[config.mk]
export PLATFORM = sky130hd
export DESIGN_NAME = map_tile_renderer
export DESIGN_NICKNAME = d
export VERILOG_FILES = /design/src/rtl/pacman_gfx_pkg.sv /design/src/rtl/map_tile_renderer_tile_sprite_gen.sv /design/src/rtl/map_tile_renderer.sv
export SDC_FILE = /design/constraint.sdc
export NUM_CORES = 1
export LEC_CHECK = 0
export CORE_MARGIN = 5
export CORE_UTILIZATION = 48
export DETAILED_ROUTE_END_ITERATION = 8
export MAX_ROUTING_LAYER = met4
export PLACE_DENSITY_LB_ADDON = 0.3
export SLEW_MARGIN = 20
export SYNTH_ARGS = -nofsm -noshare
export SYNTH_HDL_FRONTEND = slang
export SYNTH_SLANG_ARGS = --single-unit
[constraint.sdc]
create_clock -name clock_50 -period 8.5 [get_ports clock_50]
set_clock_uncertainty 0.1 [all_clocks]
set_input_delay 1.275 -clock clock_50 [delete_from_list [all_inputs] [get_ports clock_50]]
set_output_delay 1.275 -clock clock_50 [all_outputs]
set_load 0.05 [all_outputs]
[src/rtl/pacman_gfx_pkg.sv]
// Shared graphics constants for the maze renderer: sprite codes, palette,
// screen limits and the renderer state encoding.
package pacman_gfx_pkg;

    localparam logic [2:0] SPR_EMPTY     = 3'd0;
    localparam logic [2:0] SPR_BIG_ORB   = 3'd1;
    localparam logic [2:0] SPR_SMALL_ORB = 3'd2;
    localparam logic [2:0] SPR_WALL      = 3'd3;
    localparam logic [2:0] SPR_DOOR      = 3'd4;

    localparam logic [2:0] COL_BLACK = 3'b000;
    localparam logic [2:0] COL_WHITE = 3'b111;
    localparam logic [2:0] COL_BLUE  = 3'b001;
    localparam logic [2:0] COL_GREY  = 3'b010;

    localparam int SCREEN_W = 160;
    localparam int SCREEN_H = 120;

    typedef enum logic [2:0] {
        ST_IDLE,
        ST_FETCH,
        ST_LATCH,
        ST_DRAW,
        ST_FLUSH
    } state_e;

endpackage

[src/rtl/map_tile_renderer_tile_sprite_gen.sv]
// Combinational sprite rasteriser: maps a sprite type and an in-tile pixel
// position to an opaque pixel colour (off pixels are black).
module tile_sprite_gen
    import pacman_gfx_pkg::*;
#(
    parameter int TILE_SIZE = 5
) (
    input  logic [2:0] sprite_type,
    input  logic [2:0] px,
    input  logic [2:0] py,
    output logic       pixel_on,
    output logic [2:0] color
);

    localparam logic [2:0] CENTRE   = 3'((TILE_SIZE - 1) / 2);
    localparam logic [2:0] SMALL_RD = 3'(TILE_SIZE / 5);

    logic [2:0] dx;
    logic [2:0] dy;
    logic [3:0] dsum;
    logic [2:0] on_color;

    always_comb begin
        dx       = (px >= CENTRE) ? (px - CENTRE) : (CENTRE - px);
        dy       = (py >= CENTRE) ? (py - CENTRE) : (CENTRE - py);
        dsum     = {1'b0, dx} + {1'b0, dy};
        pixel_on = 1'b0;
        on_color = COL_BLACK;
        case (sprite_type)
            SPR_BIG_ORB: begin
                pixel_on = (dsum <= {1'b0, CENTRE});
                on_color = COL_WHITE;
            end
            SPR_SMALL_ORB: begin
                pixel_on = (dx <= SMALL_RD) && (dy <= SMALL_RD);
                on_color = COL_WHITE;
            end
            SPR_WALL: begin
                pixel_on = 1'b1;
                on_color = COL_BLUE;
            end
            SPR_DOOR: begin
                pixel_on = 1'b1;
                on_color = COL_GREY;
            end
            default: begin
                pixel_on = 1'b0;
                on_color = COL_BLACK;
            end
        endcase
        color = pixel_on ? on_color : COL_BLACK;
    end

endmodule

[src/rtl/map_tile_renderer.sv]
// Tile-map renderer: walks the map (whole frame or one dirty tile), fetches
// each tile's sprite from the map store and streams opaque pixels to the VGA port.
module map_tile_renderer
    import pacman_gfx_pkg::*;
#(
    parameter int MAP_W     = 21,
    parameter int MAP_H     = 21,
    parameter int TILE_SIZE = 5,
    parameter int ORIGIN_X  = 1,
    parameter int ORIGIN_Y  = 1
) (
    input  logic       clock_50,
    input  logic       resetn,
    input  logic       start,
    input  logic       single_mode,
    input  logic [4:0] tile_x_in,
    input  logic [4:0] tile_y_in,
    output logic       busy,
    output logic       done,
    output logic [4:0] map_x,
    output logic [4:0] map_y,
    input  logic [2:0] sprite_type,
    output logic       vga_plot,
    output logic [7:0] vga_x,
    output logic [6:0] vga_y,
    output logic [2:0] vga_color
);

    if (MAP_W < 1 || MAP_W > 31 || MAP_H < 1 || MAP_H > 31 ||
        TILE_SIZE < 3 || TILE_SIZE > 7 ||
        ORIGIN_X + MAP_W * TILE_SIZE > SCREEN_W ||
        ORIGIN_Y + MAP_H * TILE_SIZE > SCREEN_H) begin : g_geometry_check
        $error("map_tile_renderer: map geometry does not fit the screen");
    end

    localparam logic [4:0] MAP_W5 = 5'(MAP_W);
    localparam logic [4:0] MAP_H5 = 5'(MAP_H);
    localparam logic [4:0] LAST_X = 5'(MAP_W - 1);
    localparam logic [4:0] LAST_Y = 5'(MAP_H - 1);
    localparam logic [2:0] T_LAST = 3'(TILE_SIZE - 1);

    state_e     state_q, state_d;
    logic       single_q, single_d;
    logic       busy_q, busy_d;
    logic       done_q, done_d;
    logic [4:0] map_x_q, map_x_d;
    logic [4:0] map_y_q, map_y_d;
    logic [2:0] sprite_q, sprite_d;
    logic [2:0] px_q, px_d;
    logic [2:0] py_q, py_d;
    logic       vga_plot_q, vga_plot_d;
    logic [7:0] vga_x_q, vga_x_d;
    logic [6:0] vga_y_q, vga_y_d;
    logic [2:0] vga_color_q, vga_color_d;

    logic       pix_on;
    logic [2:0] pix_color;
    logic [8:0] pix_x;
    logic [8:0] pix_y;

    tile_sprite_gen #(.TILE_SIZE(TILE_SIZE)) u_sprite (
        .sprite_type(sprite_q),
        .px         (px_q),
        .py         (py_q),
        .pixel_on   (pix_on),
        .color      (pix_color)
    );

    always_ff @(posedge clock_50 or negedge resetn) begin
        if (!resetn) begin
            state_q     <= ST_IDLE;
            single_q    <= 1'b0;
            busy_q      <= 1'b0;
            done_q      <= 1'b0;
            map_x_q     <= '0;
            map_y_q     <= '0;
            sprite_q    <= '0;
            px_q        <= '0;
            py_q        <= '0;
            vga_plot_q  <= 1'b0;
            vga_x_q     <= '0;
            vga_y_q     <= '0;
            vga_color_q <= '0;
        end else begin
            state_q     <= state_d;
            single_q    <= single_d;
            busy_q      <= busy_d;
            done_q      <= done_d;
            map_x_q     <= map_x_d;
            map_y_q     <= map_y_d;
            sprite_q    <= sprite_d;
            px_q        <= px_d;
            py_q        <= py_d;
            vga_plot_q  <= vga_plot_d;
            vga_x_q     <= vga_x_d;
            vga_y_q     <= vga_y_d;
            vga_color_q <= vga_color_d;
        end
    end

    always_comb begin
        state_d     = state_q;
        single_d    = single_q;
        busy_d      = busy_q;
        done_d      = 1'b0;
        map_x_d     = map_x_q;
        map_y_d     = map_y_q;
        sprite_d    = sprite_q;
        px_d        = px_q;
        py_d        = py_q;
        vga_plot_d  = 1'b0;
        vga_x_d     = vga_x_q;
        vga_y_d     = vga_y_q;
        vga_color_d = vga_color_q;
        pix_x = 9'(ORIGIN_X) + 9'(map_x_q) * 9'(TILE_SIZE) + {6'b0, px_q};
        pix_y = 9'(ORIGIN_Y) + 9'(map_y_q) * 9'(TILE_SIZE) + {6'b0, py_q};

        case (state_q)
            ST_IDLE: begin
                if (start) begin
                    single_d = single_mode;
                    busy_d   = 1'b1;
                    if (single_mode && (tile_x_in >= MAP_W5 || tile_y_in >= MAP_H5)) begin
                        state_d = ST_FLUSH;
                    end else begin
                        state_d = ST_FETCH;
                        map_x_d = single_mode ? tile_x_in : '0;
                        map_y_d = single_mode ? tile_y_in : '0;
                    end
                end
            end
            ST_FETCH: state_d = ST_LATCH;
            ST_LATCH: begin
                sprite_d = sprite_type;
                px_d     = '0;
                py_d     = '0;
                state_d  = ST_DRAW;
            end
            ST_DRAW: begin
                vga_plot_d  = 1'b1;
                vga_x_d     = pix_x[7:0];
                vga_y_d     = pix_y[6:0];
                vga_color_d = pix_color;
                if (px_q != T_LAST) begin
                    px_d = px_q + 3'd1;
                end else begin
                    px_d = '0;
                    if (py_q != T_LAST) begin
                        py_d = py_q + 3'd1;
                    end else if (single_q || (map_x_q == LAST_X && map_y_q == LAST_Y)) begin
                        state_d = ST_FLUSH;
                    end else begin
                        // Next tile's address goes out on the same edge the last pixel is registered.
                        state_d = ST_FETCH;
                        if (map_x_q == LAST_X) begin
                            map_x_d = '0;
                            map_y_d = map_y_q + 5'd1;
                        end else begin
                            map_x_d = map_x_q + 5'd1;
                        end
                    end
                end
            end
            ST_FLUSH: begin
                state_d = ST_IDLE;
                busy_d  = 1'b0;
                done_d  = 1'b1;
            end
            default: state_d = ST_IDLE;
        endcase
    end

    assign busy      = busy_q;
    assign done      = done_q;
    assign map_x     = map_x_q;
    assign map_y     = map_y_q;
    assign vga_plot  = vga_plot_q;
    assign vga_x     = vga_x_q;
    assign vga_y     = vga_y_q;
    assign vga_color = vga_color_q;

endmodule

==> results of run 1 <==
## kinds of logic (layout without fill, tap and decap cells)
family | after synthesis | count (layout) | share of synthesized area [%]
adders and majority gates | 47 | 47 | 20.1
buffers and inverters | 39 | 80 | 5.41
xor gates and xnor gates | 15 | 15 | 4.24
DFF | 44 | 44 | 35.5
and+or+nand+nor | 80 | 80 | 13.0
muxes | 15 | 15 | 5.21
AOI/OAI and AO/OA | 79 | 79 | 16.6
## worst reg2reg max path, cell delays in order (launching register included)
cell                        delay [ns]
sky130_fd_sc_hd__dfrtp_1          0.46
sky130_fd_sc_hd__inv_1            0.14
sky130_fd_sc_hd__ha_1             0.18
sky130_fd_sc_hd__inv_1            0.04
sky130_fd_sc_hd__o21ai_0          0.31
sky130_fd_sc_hd__mux2i_1          0.40
sky130_fd_sc_hd__fa_1             0.48
sky130_fd_sc_hd__a21oi_1          0.16
sky130_fd_sc_hd__nand2_1          0.10
sky130_fd_sc_hd__a2111oi_2        0.30
sky130_fd_sc_hd__maj3_1           0.22
sky130_fd_sc_hd__o21ai_1          0.10
sky130_fd_sc_hd__o21ai_0          0.16
## cells in the final DEF, fill, tap and decap left out, types with 2 or more instances in the layout
cell / netlist / final
sky130_fd_sc_hd__a21o_1: 5 / 5
sky130_fd_sc_hd__a21oi_1: 20 / 20
sky130_fd_sc_hd__a22o_1: 6 / 6
sky130_fd_sc_hd__a311oi_1: 2 / 2
sky130_fd_sc_hd__a31oi_1: 2 / 2
sky130_fd_sc_hd__and3_1: 2 / 2
sky130_fd_sc_hd__clkbuf_8: 0 / 5
sky130_fd_sc_hd__clkdlybuf4s50_1: 0 / 46
sky130_fd_sc_hd__dfrtp_1: 44 / 44
sky130_fd_sc_hd__fa_1: 5 / 5
sky130_fd_sc_hd__ha_1: 41 / 41
sky130_fd_sc_hd__inv_1: 27 / 27
sky130_fd_sc_hd__mux2_1: 3 / 3
sky130_fd_sc_hd__mux2_2: 6 / 6
sky130_fd_sc_hd__mux2i_1: 6 / 6
sky130_fd_sc_hd__nand2_1: 36 / 36
sky130_fd_sc_hd__nand2b_1: 4 / 4
sky130_fd_sc_hd__nand3_1: 8 / 8
sky130_fd_sc_hd__nor2_1: 13 / 13
sky130_fd_sc_hd__nor3_1: 3 / 3
sky130_fd_sc_hd__o21ai_0: 25 / 25
sky130_fd_sc_hd__o21ai_1: 3 / 3
sky130_fd_sc_hd__o21bai_1: 2 / 2
sky130_fd_sc_hd__o31ai_1: 2 / 2
sky130_fd_sc_hd__xnor2_1: 6 / 6
sky130_fd_sc_hd__xor2_1: 9 / 9
## final timing paths
| kind | from | endpoint | slack (ns) | cells past startpoint |
|---|---|---|---|---|
| worst max-delay path | py_q[0] | vga_color[2] | 5.29 | 12 |
| worst min-delay path | vga_x[0] | vga_x[0] | 0.37 | 2 |
| worst max register to register | py_q[0] | vga_color[2] | 5.29 | 12 |
| worst min register to register | vga_x[0] | vga_x[0] | 0.37 | 2 |
| max in group asynchronous | resetn | map_y[2] | 7.03 | 1 |
| min in group asynchronous | resetn | vga_y[3] | 0.87 | 1 |
## layout make-up
type                    instances  area (um^2)  area share, %
clock buffers                   5         68.8           1.87
repair buffers                 47          468           12.7
multi-input cells             236         1830           49.9
flip-flops and latches         44         1100           30.0
inverters                      28          105           2.86
well taps                      77         96.3           2.62
## per-layer routing
layer  vias to the layer above  global-route usage (%)
li1                       1195                       -
met1                      1148                    20.3
met2                        28                    27.3
met3                         6                    2.75
met4                         0                    4.84
met5                         -                       -
## sequential cells by signal, summed over array words and instances, names as in the netlist
name       cells
vga_x          8
vga_y          7
map_x          5
map_y          5
px_q           3
py_q           3
sprite_q       3
state_q        3
vga_color      3
busy           1
done           1
single_q       1
vga_plot       1
## through the flow
stage          instances  util (%)
2_1_floorplan        319         -
3_3_place_gp         432      57.0
3_5_place_dp         432      57.0
4_1_cts              437      58.1
5_1_grt              437      58.1
6_report             437      58.1
## power by group through the flow
stage	registers [uW]	logic (uW)	clock network, uW
floorplan	217	5.29	0
detailed placement	216	20.7	0
finish	212	20.6	117
global placement	216	20.2	0
CTS	212	20.7	122
global route	212	22.8	131
==> metrics.txt, run 1 <==
number of cells upsized or downsized after cts 0; maximum achievable frequency approximately 310 MHz; P_leak ~0.0017 uW; HPWL after detailed placement about 4800 um; cell breakdown of the critical path inv_1, ha_1, inv_1, o21ai_0, mux2i_1, fa_1, a21oi_1, nand2_1, a2111oi_2, maj3_1, o21ai_1, o21ai_0; dominant cells by area after synthesis sky130_fd_sc_hd__dfrtp_1 36%, sky130_fd_sc_hd__ha_1 17%, sky130_fd_sc_hd__nand2_1 4.4%; final setup fails 0; classification of the worst-slack hold path register to register; global-route usage over all layers 16.3%; via count of the routed design between 2,000 and 2,500; clock tree from TritonCTS yes; buffer type at the clock tree root sky130_fd_sc_hd__clkbuf_8; Met3 Routed Length 204 um; CTS sink cnt 44; CTS clock-pin slew for the worst setup and hold paths 0.08 ns; fill cell instance count of the final layout 571; post-synthesis async set-or-reset flop share 100%; average size of a mapped cell around 9.7 um^2; post-route setup TNS 0 ns; pin count of the biggest net entering global routing between 40 and 50; max-cap violation count 0; outcome complete, no violations; htree depth 2; crit-path leading delay family compound AO/OA/AOI/OAI gates; Layout Nets between 400 and 500; wire length of the first global-routing pass approximately 11,000 um; routed wire length 6190 um; most common cell in the netlist sky130_fd_sc_hd__dfrtp_1; share of total power in sequential cells between 60 and 70%; Worst Setup Start Kind register; max-slew headroom at the worst pin around three fifths; Critical-path top delay cell sky130_fd_sc_hd__fa_1; number of pins with negative max-slew slack in the final report 0; input/output buffers 47; Crit path buffers/inverters 2; Peak supply drop about 0.000051 V; Final ANT Viol Nets 0; yosys synthesis warning count 0; Post-Place Setup Slack slightly above 5 ns; area of all placed cells without fillers 0.00367 mm^2; most numerous cell types in the synthesized netlist 44 x sky130_fd_sc_hd__dfrtp_1, 41 x sky130_fd_sc_hd__ha_1, 36 x sky130_fd_sc_hd__nand2_1; final worst-path cycle share between 30% and 40%; synthesized instance count around 320; total cell area at the placement stage between 0.003 and 0.004 mm^2; worst hold-check slack 0.375 ns; area of the die about 0.008 mm^2; final weighted congestion in routability-driven placement a little under 0.9; Internal Power between 200 and 300 uW; total clock buffers created by CTS 5; core area 0.00631 mm^2; DR vias/cell about 5.4; height of the die between 90 and 100 um; post-synthesis instance area a little over 0.003 mm^2; Yosys top cell by area sky130_fd_sc_hd__dfrtp_1; element type at the critical path end register; switching portion of total power between 20% and 30%; effective utilization at floorplan between 40 and 50%; final worst setup slack about 5.3 ns; highest signal layer in the routed design met4; prevailing post-synth register cell sky130_fd_sc_hd__dfrtp_1; post-synth net total 382; Detailed Routing Iterations Pass 1 4; Antenna Cells 0; number of distinct library cells after synthesis 56; Hold Fails Final Rpt 0; areal power density over the cells ~95 mW/mm^2; layout-stage area growth over the synthesis result 18.4%; Comb power frac under 10%; switching power of the nets around 76 uW; met1 routed wirelength after detailed routing 2770 um; WP data arrival roughly 3.3 ns; layout cell share with drive strength beyond 1 under 10%; flops & latches, synth 44; iteration-0 DRC count of the detailed router 97; number of ports placed on the die boundary 48; detailed-route DRC error count 0; buffer depth of the longest clock path 2; fraction of synthesized cell area taken by the top area cell type 35.5%; grt total ovfl 0; buffer count from post-CTS setup fixing 0; highest net fanout along the worst path 5; unrepaired setup endpoints after global routing no; standard-cell rows 29; number of synthesized flops with an enable pin 0; Die Width ~90 um; crit path time final about 3.2 ns; clock latency on the worst-skew pair slightly below 0.3 ns; worst-margin pin slew between 0.5 and 0.6 ns; share of the yosys chip area belonging to registers between 30% and 40%; clock network fraction of total power ~34%; via count of the first global-routing pass approximately 2,300; Power Total approximately 350 uW; path type of the worst setup path register to register; average wire per standard cell approximately 14 um; required time reported for the critical path endpoint 8.62 ns; WL met2 3130 um; count of hold buffers inserted by post-cts repair 0; delay of the slowest cell on the worst path about 0.48 ns; initial antenna violation count 0
Power figures use the tool's default switching activity.
==> run 2: changes to the inputs <==
clock period = 2.9 ns   (was 8.5 ns; I/O delays follow)
==> metrics.txt, run 2 (synthesis gave the netlist of run 1 again) <==
Layout Nets 441 (+3.8%); max-cap violation count 0 (unchanged); wire length of the first global-routing pass 12,100 um (+11%); via count of the routed design 2,469 (+3.9%); Hold Fails Final Rpt 0 (unchanged); number of pins with negative max-slew slack in the final report 0 (unchanged); initial antenna violation count 0 (unchanged); Die Width 90.4 um (unchanged); post-route setup TNS 0 ns (unchanged); iteration-0 DRC count of the detailed router 128 (+32%); commonest non-fill, non-tap cell in the layout sky130_fd_sc_hd__clkdlybuf4s50_1; crit path time final 2.71 ns (-0.502 ns); layout cell share with drive strength beyond 1 14.3% (+7.1 points); average wire per standard cell 15.2 um (+7.4%); height of the die 90.4 um (unchanged); outcome complete, no violations; area of the die 0.00817 mm^2 (unchanged); standard-cell rows 29 (unchanged); total clock buffers created by CTS 5 (unchanged); via count of the first global-routing pass 2,554 (+11%); global-route usage over all layers 18.1% (+1.8 points); count of hold buffers inserted by post-cts repair 0 (unchanged); htree depth 2 (unchanged); buffer depth of the longest clock path 2 (unchanged); input/output buffers 47 (unchanged); classification of the worst-slack hold path input pin to asynchronous set/reset pin; number of ports placed on the die boundary 48 (unchanged); clock tree from TritonCTS yes; grt total ovfl 0 (unchanged); reg-to-reg slack, setup 0.19 ns (-5.10 ns); final worst setup slack 0.191 ns (-5.10 ns); combined area of the multi-input logic cells 0.00188 mm^2 (+2.4%); Post-Place Setup Slack -0.0519 ns (-5.12 ns); fill cell instance count of the final layout 560 (-1.9%); pin count of the biggest net entering global routing 45 (-8.2%); CTS sink cnt 44 (unchanged); CTS clock-pin slew for the worst setup and hold paths 0.09 ns (about the same); DR vias/cell 5.43 (-0.24%); WP data arrival 2.83 ns (-0.50 ns); worst hold-check slack 0.0353 ns (-0.339 ns); max-slew headroom at the worst pin 61.9% (about the same); Register Area 0.00110 mm^2 (unchanged); final setup fails 0 (unchanged); layout-stage area growth over the synthesis result 24.0%; core area 0.00631 mm^2 (unchanged); detailed-route DRC error count 0 (unchanged); path type of the worst setup path register to register; flip-flop count of the largest register, all copies and words added 8 (unchanged); P_leak 0.00183 uW (+4.7%); highest-count cells in the layout ignoring fill and taps 46 x sky130_fd_sc_hd__clkdlybuf4s50_1, 44 x sky130_fd_sc_hd__dfrtp_1, 39 x sky130_fd_sc_hd__ha_1; areal power density over the cells 273 mW/mm^2 (+190%); effective utilization at floorplan 49.1% (unchanged); Worst Setup Start Kind register; Final ANT Viol Nets 0 (unchanged); element type at the critical path end register; maximum achievable frequency 369 MHz (+19%); clock latency on the worst-skew pair 0.30 ns (about the same); highest net fanout along the worst path 3 (-2); final weighted congestion in routability-driven placement 0.834 (-4.5%); Detailed Routing Iterations Pass 1 4 (unchanged); HPWL after detailed placement 5300 um (+11%); final worst-path cycle share 93.4% (+56 points); required time reported for the critical path endpoint 3.03 ns (-5.59 ns); worst-margin pin slew 0.571 ns (+0.000205 ns); routed wire length 6920 um (+12%); buffer type at the clock tree root sky130_fd_sc_hd__clkbuf_8; Antenna Cells 0 (unchanged); Peak supply drop 0.000153 V (+200%)
==> run 2: changes by cell type in the layout (fill, tap and decap cells not counted), moves of 2 or more <==
| cell | delta |
|---|---|
| sky130_fd_sc_hd__mux2i_1 | -2 |
| sky130_fd_sc_hd__ha_1 | -2 |
| sky130_fd_sc_hd__o21ai_0 | -2 |
| sky130_fd_sc_hd__o21ai_2 | +3 |
| sky130_fd_sc_hd__mux2i_2 | +2 |
| sky130_fd_sc_hd__buf_4 | +16 |
| sky130_fd_sc_hd__ha_2 | +2 |
==> run 2: worst paths after layout <==
kind                           from  cells after the start           end
max                         py_q[0]                     12  vga_color[1]
min                          resetn                      1      map_x[4]
max reg2reg                 py_q[0]                     12  vga_color[1]
min reg2reg                vga_x[0]                      2      vga_x[0]
max in group asynchronous    resetn                      1      vga_plot
min in group clock_50      vga_x[0]                      2      vga_x[0]
==> run 2: final cells by class <==
type	count	share of cell area [%]
Multi-Input combinational cell	236	48.8
Inverter	28	2.73
Tap cell	77	2.51
Sequential cell	44	28.6
Clock buffer	6	1.89
Timing Repair Buffer	63	15.3
Clock inverter	1	0.130
==> run 2: report_power, final <==
part	internal [uW]	leakage, uW	switching (uW)
Clock	164	0.0000410	204
Sequential	616	0.000543	4.50
Combinational	29.9	0.00125	31.6
Total	810	0.00183	240
==> run 2: per-layer routing <==
metal | up-vias | share of wire, % | wire (um) | GRT usage (%)
met5 | - | 0 | 0 | -
met4 | 0 | 1.5 | 104 | 5.83
met3 | 11 | 3.1 | 217 | 2.83
met2 | 37 | 52 | 3580 | 30.6
met1 | 1192 | 44 | 3010 | 22.1
li1 | 1229 | - | - | -
==> run 2: stage by stage <==
step / area, um^2 / util, % / power (uW) / std cells
floorplan: 3100 / - / 652 / 319
global placement: 3710 / 58.8 / 694 / 447
detailed placement: 3710 / 58.8 / 694 / 447
CTS: 3790 / 60.1 / 1070 / 454
global route: 3840 / 60.9 / 1110 / 455
finish: 3840 / 60.9 / 1050 / 455
==> run 2: critical path, cell delays in order, from the launching register on <==
cell and delay, ns:
sky130_fd_sc_hd__dfrtp_1 0.38, sky130_fd_sc_hd__inv_1 0.09, sky130_fd_sc_hd__ha_2 0.18, sky130_fd_sc_hd__inv_1 0.05, sky130_fd_sc_hd__o21ai_2 0.19, sky130_fd_sc_hd__mux2i_2 0.29
sky130_fd_sc_hd__fa_1 0.47, sky130_fd_sc_hd__a21oi_2 0.15, sky130_fd_sc_hd__nand2_2 0.09, sky130_fd_sc_hd__a2111oi_4 0.21, sky130_fd_sc_hd__maj3_2 0.25, sky130_fd_sc_hd__o21ai_2 0.06
sky130_fd_sc_hd__a21oi_1 0.14
==> run 2: what timing repair did <==
action,CTS,global route
pin swaps,0,7
setup endpoints to repair,3,3
resized for setup,3,11
setup buffers,0,1
